### src/rtl/pmem_arb_pkg.sv
// Shared definitions for the program-memory arbiter: state encoding and default widths.
package pmem_arb_pkg;

  localparam int unsigned DEF_PC_WIDTH   = 12;
  localparam int unsigned DEF_PMEM_WIDTH = 16;
  localparam int unsigned DEF_MAX_BURST  = 4;

  localparam logic [1:0] FE  = 2'd0;
  localparam logic [1:0] LD  = 2'd1;
  localparam logic [1:0] GAP = 2'd2;

  typedef enum logic [1:0] {
    StFe  = FE,
    StLd  = LD,
    StGap = GAP
  } arb_state_e;

  // Burst counter width; never zero so MAX_BURST=1 still gets a legal vector.
  function automatic int unsigned cnt_width(input int unsigned max_burst);
    return (max_burst > 1) ? $clog2(max_burst) : 1;
  endfunction

endpackage

### src/rtl/pmem_arbiter_if.sv
// Fetch, loader and program-memory signals of the arbiter, bundled with arbiter/environment views.
interface pmem_arbiter_if #(
  parameter int unsigned PC_WIDTH   = pmem_arb_pkg::DEF_PC_WIDTH,
  parameter int unsigned PMEM_WIDTH = pmem_arb_pkg::DEF_PMEM_WIDTH
) ();

  logic [PC_WIDTH-1:0]   in_fe_addr;
  logic [PMEM_WIDTH-1:0] out_fe_instr;
  logic                  out_fe_stall;

  logic                  in_ld_req;
  logic                  in_ld_we;
  logic [PC_WIDTH-1:0]   in_ld_addr;
  logic [PMEM_WIDTH-1:0] in_ld_wdata;
  logic                  out_ld_ack;
  logic                  out_ld_rvalid;
  logic [PMEM_WIDTH-1:0] out_ld_rdata;

  logic                  in_halt;

  logic [PC_WIDTH-1:0]   out_pmem_addr;
  logic                  out_pmem_we;
  logic [PMEM_WIDTH-1:0] out_pmem_wdata;
  logic [PMEM_WIDTH-1:0] in_pmem_rdata;

  // Arbiter side.
  modport slave (
    input  in_fe_addr, in_ld_req, in_ld_we, in_ld_addr, in_ld_wdata, in_halt, in_pmem_rdata,
    output out_fe_instr, out_fe_stall, out_ld_ack, out_ld_rvalid, out_ld_rdata,
    output out_pmem_addr, out_pmem_we, out_pmem_wdata
  );

  // Fetch stage, loader and memory side.
  modport master (
    output in_fe_addr, in_ld_req, in_ld_we, in_ld_addr, in_ld_wdata, in_halt, in_pmem_rdata,
    input  out_fe_instr, out_fe_stall, out_ld_ack, out_ld_rvalid, out_ld_rdata,
    input  out_pmem_addr, out_pmem_we, out_pmem_wdata
  );

endinterface

### src/rtl/pmem_arbiter.sv
// Shares the single program-memory port between instruction fetch and a loader/debug master.
// Define PMEM_ARB_HALT_EN to let in_halt lift the loader burst limit.
module pmem_arbiter
  import pmem_arb_pkg::*;
#(
  parameter int unsigned PC_WIDTH   = DEF_PC_WIDTH,
  parameter int unsigned PMEM_WIDTH = DEF_PMEM_WIDTH,
  parameter int unsigned MAX_BURST  = DEF_MAX_BURST
) (
  input  logic           clock,
  input  logic           reset,
  pmem_arbiter_if.slave  bus
);

  localparam int unsigned CW = cnt_width(MAX_BURST);
  localparam logic [CW-1:0] CNT_LAST = CW'(MAX_BURST - 1);

  arb_state_e            state;
  logic [CW-1:0]         cnt;
  logic                  src_ff;
  logic                  rd_ff;
  logic [PMEM_WIDTH-1:0] held;

  logic ld_grant;
  logic halt_eff;

`ifdef PMEM_ARB_HALT_EN
  assign halt_eff = bus.in_halt;
`else
  logic unused_halt;
  assign unused_halt = bus.in_halt;
  assign halt_eff    = 1'b0;
`endif

  // The loader only owns the port in LD while it is actually requesting.
  assign ld_grant = (state == StLd) && bus.in_ld_req;

  assign bus.out_pmem_addr  = ld_grant ? bus.in_ld_addr  : bus.in_fe_addr;
  assign bus.out_pmem_we    = ld_grant && bus.in_ld_we;
  assign bus.out_pmem_wdata = ld_grant ? bus.in_ld_wdata : '0;

  assign bus.out_ld_ack     = ld_grant;
  assign bus.out_fe_stall   = (state != StFe);

  assign bus.out_ld_rvalid  = src_ff && rd_ff;
  assign bus.out_ld_rdata   = bus.in_pmem_rdata;

  // After a loader cycle the memory returns loader data, so fetch sees the last word it got.
  assign bus.out_fe_instr   = src_ff ? held : bus.in_pmem_rdata;

  always_ff @(posedge clock or posedge reset) begin
    if (reset) begin
      state  <= StFe;
      cnt    <= '0;
      src_ff <= 1'b0;
      rd_ff  <= 1'b0;
      held   <= '0;
    end else begin
      src_ff <= ld_grant;
      rd_ff  <= ld_grant && !bus.in_ld_we;
      if (!src_ff) begin
        held <= bus.in_pmem_rdata;
      end

      unique case (state)
        StFe: begin
          if (bus.in_ld_req) begin
            state <= StLd;
            cnt   <= '0;
          end
        end
        StLd: begin
          if (bus.in_ld_req) begin
            if ((cnt == CNT_LAST) && !halt_eff) begin
              state <= StGap;
              cnt   <= '0;
            end else if (cnt != CNT_LAST) begin
              // Saturates while halted so a later halt release ends the burst on the next ack.
              cnt <= cnt + CW'(1);
            end
          end else begin
            state <= StGap;
            cnt   <= '0;
          end
        end
        StGap: begin
          state <= StFe;
        end
        default: begin
          state <= StFe;
          cnt   <= '0;
        end
      endcase
    end
  end

endmodule

### src/flat_wrapper.sv
// flat-port wrapper written by rule: the top's interface ports become plain ports
module pmem_arbiter_flat import pmem_arb_pkg::*;
#(
  parameter int unsigned PC_WIDTH   = DEF_PC_WIDTH,
  parameter int unsigned PMEM_WIDTH = DEF_PMEM_WIDTH,
  parameter int unsigned MAX_BURST  = DEF_MAX_BURST
)
  (clock, reset, bus_in_fe_addr, bus_in_ld_req, bus_in_ld_we, bus_in_ld_addr, bus_in_ld_wdata, bus_in_halt, bus_in_pmem_rdata, bus_out_fe_instr, bus_out_fe_stall, bus_out_ld_ack, bus_out_ld_rvalid, bus_out_ld_rdata, bus_out_pmem_addr, bus_out_pmem_we, bus_out_pmem_wdata);
  pmem_arbiter_if #(.PC_WIDTH(PC_WIDTH), .PMEM_WIDTH(PMEM_WIDTH)) bus_i ();
  input  logic clock;
  input  logic reset;
  input wire logic [$bits(bus_i.in_fe_addr)-1:0] bus_in_fe_addr;
  input wire logic [$bits(bus_i.in_ld_req)-1:0] bus_in_ld_req;
  input wire logic [$bits(bus_i.in_ld_we)-1:0] bus_in_ld_we;
  input wire logic [$bits(bus_i.in_ld_addr)-1:0] bus_in_ld_addr;
  input wire logic [$bits(bus_i.in_ld_wdata)-1:0] bus_in_ld_wdata;
  input wire logic [$bits(bus_i.in_halt)-1:0] bus_in_halt;
  input wire logic [$bits(bus_i.in_pmem_rdata)-1:0] bus_in_pmem_rdata;
  output wire logic [$bits(bus_i.out_fe_instr)-1:0] bus_out_fe_instr;
  output wire logic [$bits(bus_i.out_fe_stall)-1:0] bus_out_fe_stall;
  output wire logic [$bits(bus_i.out_ld_ack)-1:0] bus_out_ld_ack;
  output wire logic [$bits(bus_i.out_ld_rvalid)-1:0] bus_out_ld_rvalid;
  output wire logic [$bits(bus_i.out_ld_rdata)-1:0] bus_out_ld_rdata;
  output wire logic [$bits(bus_i.out_pmem_addr)-1:0] bus_out_pmem_addr;
  output wire logic [$bits(bus_i.out_pmem_we)-1:0] bus_out_pmem_we;
  output wire logic [$bits(bus_i.out_pmem_wdata)-1:0] bus_out_pmem_wdata;
  assign bus_i.in_fe_addr = bus_in_fe_addr;
  assign bus_i.in_ld_req = bus_in_ld_req;
  assign bus_i.in_ld_we = bus_in_ld_we;
  assign bus_i.in_ld_addr = bus_in_ld_addr;
  assign bus_i.in_ld_wdata = bus_in_ld_wdata;
  assign bus_i.in_halt = bus_in_halt;
  assign bus_i.in_pmem_rdata = bus_in_pmem_rdata;
  assign bus_out_fe_instr = bus_i.out_fe_instr;
  assign bus_out_fe_stall = bus_i.out_fe_stall;
  assign bus_out_ld_ack = bus_i.out_ld_ack;
  assign bus_out_ld_rvalid = bus_i.out_ld_rvalid;
  assign bus_out_ld_rdata = bus_i.out_ld_rdata;
  assign bus_out_pmem_addr = bus_i.out_pmem_addr;
  assign bus_out_pmem_we = bus_i.out_pmem_we;
  assign bus_out_pmem_wdata = bus_i.out_pmem_wdata;
  pmem_arbiter #(.PC_WIDTH(PC_WIDTH), .PMEM_WIDTH(PMEM_WIDTH), .MAX_BURST(MAX_BURST)) u_core (.clock(clock), .reset(reset), .bus(bus_i));
endmodule
### config.mk
export PLATFORM = sky130hd
export DESIGN_NAME = pmem_arbiter_flat
export DESIGN_NICKNAME = d
export VERILOG_FILES = /design/src/rtl/pmem_arb_pkg.sv /design/src/rtl/pmem_arbiter_if.sv /design/src/rtl/pmem_arbiter.sv /design/src/flat_wrapper.sv
export SDC_FILE = /design/constraint.sdc
export NUM_CORES = 1
export LEC_CHECK = 0
export CORE_ASPECT_RATIO = 1.5
export CORE_MARGIN = 1.5
export CORE_UTILIZATION = 27
export DETAILED_ROUTE_END_ITERATION = 16
export PLACE_DENSITY = 0.81
export SYNTH_ARGS = -nofsm -noshare
export SYNTH_HDL_FRONTEND = slang
export SYNTH_SLANG_ARGS = --single-unit
### constraint.sdc
create_clock -name clock -period 1.3 [get_ports clock]
set_clock_uncertainty 0.1 [all_clocks]
set_input_delay 0.26 -clock clock [delete_from_list [all_inputs] [get_ports clock]]
set_output_delay 0.26 -clock clock [all_outputs]
set_load 0.1 [all_outputs]
==> results of run 1 <==
[layout make-up]
class                      count  share of cell area
timing repair buffer         149               0.599
multi-input combinational     60               0.193
sequential                    22               0.158
tap                           64              0.0230
clock buffer                   3              0.0119
clock inverter                 1             0.00862
inverter                       2             0.00431
timing repair inverter         1             0.00252
[cell usage after synthesis]
cell      instances  area share
buf_2             2      0.0078
nor3b_1           1      0.0059
buf_4            16       0.094
mux2_4            9        0.11
a22o_1            1      0.0068
nand2b_1          2      0.0098
and2_1           18       0.088
and2b_1           1      0.0059
or2_2             1      0.0049
a21oi_1           1      0.0039
mux2_2           19        0.17
inv_1             2      0.0059
nor2b_1           1      0.0049
ha_1              1      0.0098
nand3b_4          1       0.016
nor2_1            2      0.0059
mux2i_1           1      0.0078
nand2_1           1      0.0029
buf_6             2       0.018
dfrtp_1          22        0.43
[path summary, 6_finish.rpt]
| path | from | endpoint | slack (ns) | cells after the start |
|---|---|---|---|---|
| setup / recovery | u_core.state[1] | bus_out_pmem_addr[3] | -0.57 | 4 |
| hold / removal | reset | u_core.src_ff | 0.19 | 3 |
| setup reg to reg | u_core.state[0] | u_core.cnt[0] | 0.08 | 4 |
| hold reg to reg | u_core.held[12] | u_core.held[12] | 0.42 | 1 |
| max in group asynchronous | reset | u_core.held[7] | 0.69 | 3 |
| min in group clock | bus_in_pmem_rdata[13] | u_core.held[13] | 0.33 | 2 |
[routing by layer]
| layer | wire [µm] | up-vias |
|---|---|---|
| li1 | - | 596 |
| met3 | 196 | 6 |
| met2 | 2850 | 63 |
| met1 | 1270 | 593 |
| met4 | 93 | 0 |
| met5 | 0 | - |
[critical path: stages (launching register included)]
cell,delay (ns)
dfrtp_1,0.39
nand3b_4,0.20
buf_12,0.17
mux2_4,0.32
buf_12,0.17
[flip-flops by register name, indices dropped and copies added, names as in the netlist]
| signal | count |
|---|---|
| u_core.rd_ff | 1 |
| u_core.state | 2 |
| u_core.src_ff | 1 |
| u_core.held | 16 |
| u_core.cnt | 2 |
[cell families after synthesis]
kind of cell / Yosys count / synth area share
mux: 29 / 0.281
simple gates: 28 / 0.144
buf+inv: 22 / 0.125
flops: 22 / 0.430
compound gates: 2 / 0.0108
fa+ha+maj: 1 / 0.00977
[power by group through the flow]
stage	Clock [µW]	Sequential (µW)	Combinational, µW
2_1_floorplan	0	774	1300
3_3_place_gp	0	776	2110
3_5_place_dp	0	781	2130
4_1_cts	634	767	2150
5_1_grt	669	774	2210
6_report	618	766	2140
[placed cells by master, fill, tap and decap left out]
cell type        instances
buf_12                  66
clkdlybuf4s50_1         42
mux2_4                  25
dfrtp_1                 22
buf_4                   20
dlygate4sd2_1           17
and2_4                  13
and2_2                   5
buf_6                    4
mux2_2                   3
clkbuf_8                 3
nor2_1                   2
nand2b_1                 2
nand3b_4                 1
inv_8                    1
or2_4                    1
inv_1                    1
a21oi_1                  1
nand2_1                  1
mux2i_1                  1
nor2b_1                  1
nor3b_1                  1
and2b_1                  1
a22o_1                   1
ha_1                     1
bufinv_16                1
inv_6                    1
[through the flow]
| stage | TNS [ns] | area, µm² | instances |
|---|---|---|---|
| after global routing | -24.59 | 3480 | 302 |
| after CTS | -22.22 | 3460 | 300 |
| after floorplan | -8.50 | 1400 | 104 |
| final | -22.00 | 3480 | 302 |
| after global placement | -22.68 | 3340 | 290 |
| after detailed placement | -24.25 | 3340 | 290 |
[timing repair]
action                     4_1_cts  5_1_grt
hold buffers                     0        0
setup endpoints to repair       64       48
resized for setup               27        1
pin swaps                        2        0
setup buffers                    6        2
gates cloned                     1        0
==> metrics, run 1 <==
die area=5170 µm²; Worst Setup End Kind=primary output; Leakage=0.00164 µW; Final HPWL DP=3.77 mm; Max Slew Vio Count=0; DR vias=1258; max cap viols=0; min-delay worst type=input port to async pin; io pins=125; Int Power=2030 µW; met3 Resource Use GR=0.0193; minimum clock period=1.87 ns; grt ovf=0; Reg area=551 µm²; final WL=4.41 mm; vias per cell=4.17; Power, Total=3530 µW; fmax=536 MHz; pwr/cell area=1010 nW/µm²; Rows=30; Num CTS Buffers=3; count of distinct cell types in the synthesized netlist=20; Clk pin slew, worst setup/hold paths=0.08 ns; Root Driver=clkbuf_8; PortBufs=123; Mapped Nets=166; global-route usage over all layers=0.177; largest net degree at the start of global routing=18; syn avg cell area=12.3 µm²; worst slew pin tran=0.190 ns; Max IR drop VDD=573 µV; register area share after synthesis=0.430; final net count=301; Synthesis Warnings=0; GR peak layer=met2; first-pass GRT wire length=6.86 mm; Max clock buf depth=2; met1 usage=0.168; CTS tree=built; sequential fraction of design power=0.217; # setup viols final=48; WL/cell=14.6 µm; Core Box Area=4540 µm²; violated checks=setup timing; Final Hold Viols=0; routability cong.=0.788; die height=87.3 µm; hold_ws=0.187 ns; number of routed nets with antenna violations=0; Setup Crit Path Kind=flop to primary output; Multi-input gate area=671 µm²; initial core utilization=0.282; post-synthesis cell count=104; RSZ-0062 raised after global routing=true; Yosys reg bits=22; switching power=1500 µW; n_diodes=0; period utilization=1.43; vias in the first global route=1438; worst-path maximum fanout=9; Comb power frac=0.608; grt met2 use=0.360; clk_lat worst skew=0.26 ns; Startpoint Class=flop; Filler cells=272; Area Growth Syn to Fin=172%; Data required, critical path=0.94 ns; pre-CTS setup slack=-0.715 ns; CTS sink cnt=22; worst setup margin=-0.565 ns; crit path DAT=1.51 ns; layout cells sized above 1=0.605; final core occ=0.767; status=complete, but fails checks; Sw Ratio=0.426; detailed-route DRC error count=0; share of power burned in the clock network=0.175; DRC marker count from the first detailed-route iteration=6; antenna violations before repair=0; H-tree levels=1; post-synthesis cell area=1280 µm²; Die X=59.2 µm; DRT Pass-1 Iters=4; worst rel slew slack=0.873
No activity file was read; power rests on OpenSTA's default activity.
==> inputs of run 2 (changes only) <==
--- a/config.mk
+++ b/config.mk
@@ -5,9 +5,12 @@
 export SDC_FILE = /design/constraint.sdc
 export NUM_CORES = 1
 export LEC_CHECK = 0
+export ABC_AREA = 1
+export CELL_PAD_IN_SITES_DETAIL_PLACEMENT = 1
+export CELL_PAD_IN_SITES_GLOBAL_PLACEMENT = 1
 export CORE_ASPECT_RATIO = 1.5
 export CORE_MARGIN = 1.5
-export CORE_UTILIZATION = 27
+export CORE_UTILIZATION = 18
 export DETAILED_ROUTE_END_ITERATION = 16
 export PLACE_DENSITY = 0.81
 export SYNTH_ARGS = -nofsm -noshare
==> metrics, run 2 <==
status=complete, but fails checks; violated checks=setup timing; antenna violations before repair=0; final WL=6.90 mm; first-pass GRT wire length=10.3 mm; syn avg cell area=7.32 µm²; Sw Ratio=0.450; Data required, critical path=0.94 ns; WL/cell=15.3 µm; pwr/cell area=916 nW/µm²; min-delay worst type=input port to async pin; grt ovf=0; DR vias=1853; Core Box Area=7560 µm²; Startpoint Class=flop; commonest cells after routing, fill and taps aside=buf_12, clkdlybuf4s50_1, inv_1; vias per cell=4.12; Filler cells=760; worst slew pin tran=0.239 ns; Num CTS Buffers=3; critical path's slowest cell=dfrtp_1; largest net degree at the start of global routing=23; clk_lat worst skew=0.25 ns; Yosys reg bits=22; Mapped Nets=252; Root Driver=clkbuf_16; worst rel slew slack=0.840; Area Growth Syn to Fin=221%; Rows=39; layout cells sized above 1=0.572; worst setup margin=-0.482 ns; Max clock buf depth=2; worst-path maximum fanout=16; die area=8270 µm²; dominant cell type by area after synthesis=dfrtp_1; CP max stage delay=0.40 ns; fmax=561 MHz; max cap viols=0; biggest regs=u_core.held x16, u_core.cnt x2, u_core.state x2; initial core utilization=0.184; period utilization=1.37; # setup viols final=52; share of power burned in the clock network=0.174; vias in the first global route=2039; Synthesis Warnings=0; count of distinct cell types in the synthesized netlist=17; DRC marker count from the first detailed-route iteration=39; post-synth top area share=0.396; io pins=125; count leader, synth=nand2_1; CP dominant cell by count=buf_12; worst-path cell chain=inv_2 > nand3_4 > buf_12 > nor2_4 > buf_12; commonest cells in the netlist=nand2_1, inv_1, dfrtp_1; die height=111 µm; hold_ws=0.272 ns; Worst Setup End Kind=primary output; post-synthesis cell count=190; Setup Crit Path Kind=flop to primary output; n_diodes=0; ranking of synthesized cells by area=dfrtp_1, nand2_1, buf_4; post-synthesis cell area=1390 µm²; Final Hold Viols=0; Max Slew Vio Count=0; PortBufs=123; minimum clock period=1.78 ns; detailed-route DRC error count=0; Top FF cell, synth=dfrtp_1; routability cong.=0.672; Post-synth EDFFs=0; Int Power=2250 µW; register area share after synthesis=0.396; Comb power frac=0.632; max reg flops=16; Die X=74.8 µm; final std cells w/o fill=450; switching power=1840 µW; crit path DAT=1.42 ns; commonest non-fill, non-tap cell in the layout=buf_12; number of routed nets with antenna violations=0; global-route usage over all layers=0.164; RSZ-0062 raised after global routing=true; most flop-heavy register=u_core.held; final net count=411; CTS tree=built; DRT Pass-1 Iters=3; CTS sink cnt=22; Final HPWL DP=5.23 mm; sequential fraction of design power=0.194; placed cells=429; Clk pin slew, worst setup/hold paths=0.06 ns; H-tree levels=1; Leakage=0.00211 µW; asr flop ratio synth=1.00; pre-CTS setup slack=-0.626 ns; Max IR drop VDD=492 µV
==> run 2: per-layer routing <==
metal	GRT usage	routed length, µm
met5	0	0
met4	0.0279	97
met2	0.349	4450
met3	0.0283	359
met1	0.149	1990
==> run 2: through the flow <==
step	TNS, ns	utilization	instance area, µm²	total power [µW]
after floorplan	-14.41	-	1880	2260
after global placement	-21.64	0.525	3970	3150
after detailed placement	-23.01	0.525	3970	3200
after CTS	-20.37	0.560	4240	3990
after global routing	-23.56	0.590	4460	4220
final	-20.60	0.590	4460	4090
==> run 2: power by group through the flow <==
stage / Sequential, µW / Clock [µW] / Combinational, µW
after detailed placement: 783 / 0 / 2420
after global routing: 800 / 753 / 2670
after CTS: 775 / 729 / 2490
after global placement: 780 / 0 / 2370
final: 795 / 712 / 2580
after floorplan: 780 / 0 / 1480
==> run 2: final timing paths <==
check,start,endpoint,slack (ns),cells after the start
setup / recovery,u_core.state[1],bus_out_pmem_wdata[7],-0.48,5
min in group clock,bus_in_pmem_rdata[6],u_core.held[6],0.37,3
hold reg to reg,u_core.held[6],u_core.held[6],0.43,2
setup reg to reg,u_core.src_ff,u_core.held[4],-0.03,6
hold / removal,reset,u_core.held[13],0.27,3
max in group asynchronous,reset,u_core.state[0],0.68,3
==> run 2: cell families after synthesis <==
kind of cell    after synthesis  synth area share
flops                        22             0.396
fa+ha+maj                     1           0.00900
buf+inv                      66             0.254
compound gates               17            0.0612
simple gates                 84             0.280
==> run 2: worst max-delay path: cells and delay by family (launching register included) <==
kind	cells	cell delay, ns
buffers and inverters	3	0.51
DFF	1	0.40
and+or+nand+nor	2	0.26
==> run 2: final cells by class <==
class	instances	area, µm²	area share
sequential	22	553	0.124
tap	102	128	0.0286
clock buffer	4	88.8	0.0199
multi-input combinational	102	1040	0.232
inverter	39	154	0.0345
timing repair buffer	181	2500	0.561
==> run 2: repair_timing <==
item	CTS	global route
cloned	3	1
gates resized for setup	48	43
setup endpoints to repair	66	49
pin swaps	7	5
buffers inserted	5	9
hold buffers	0	0
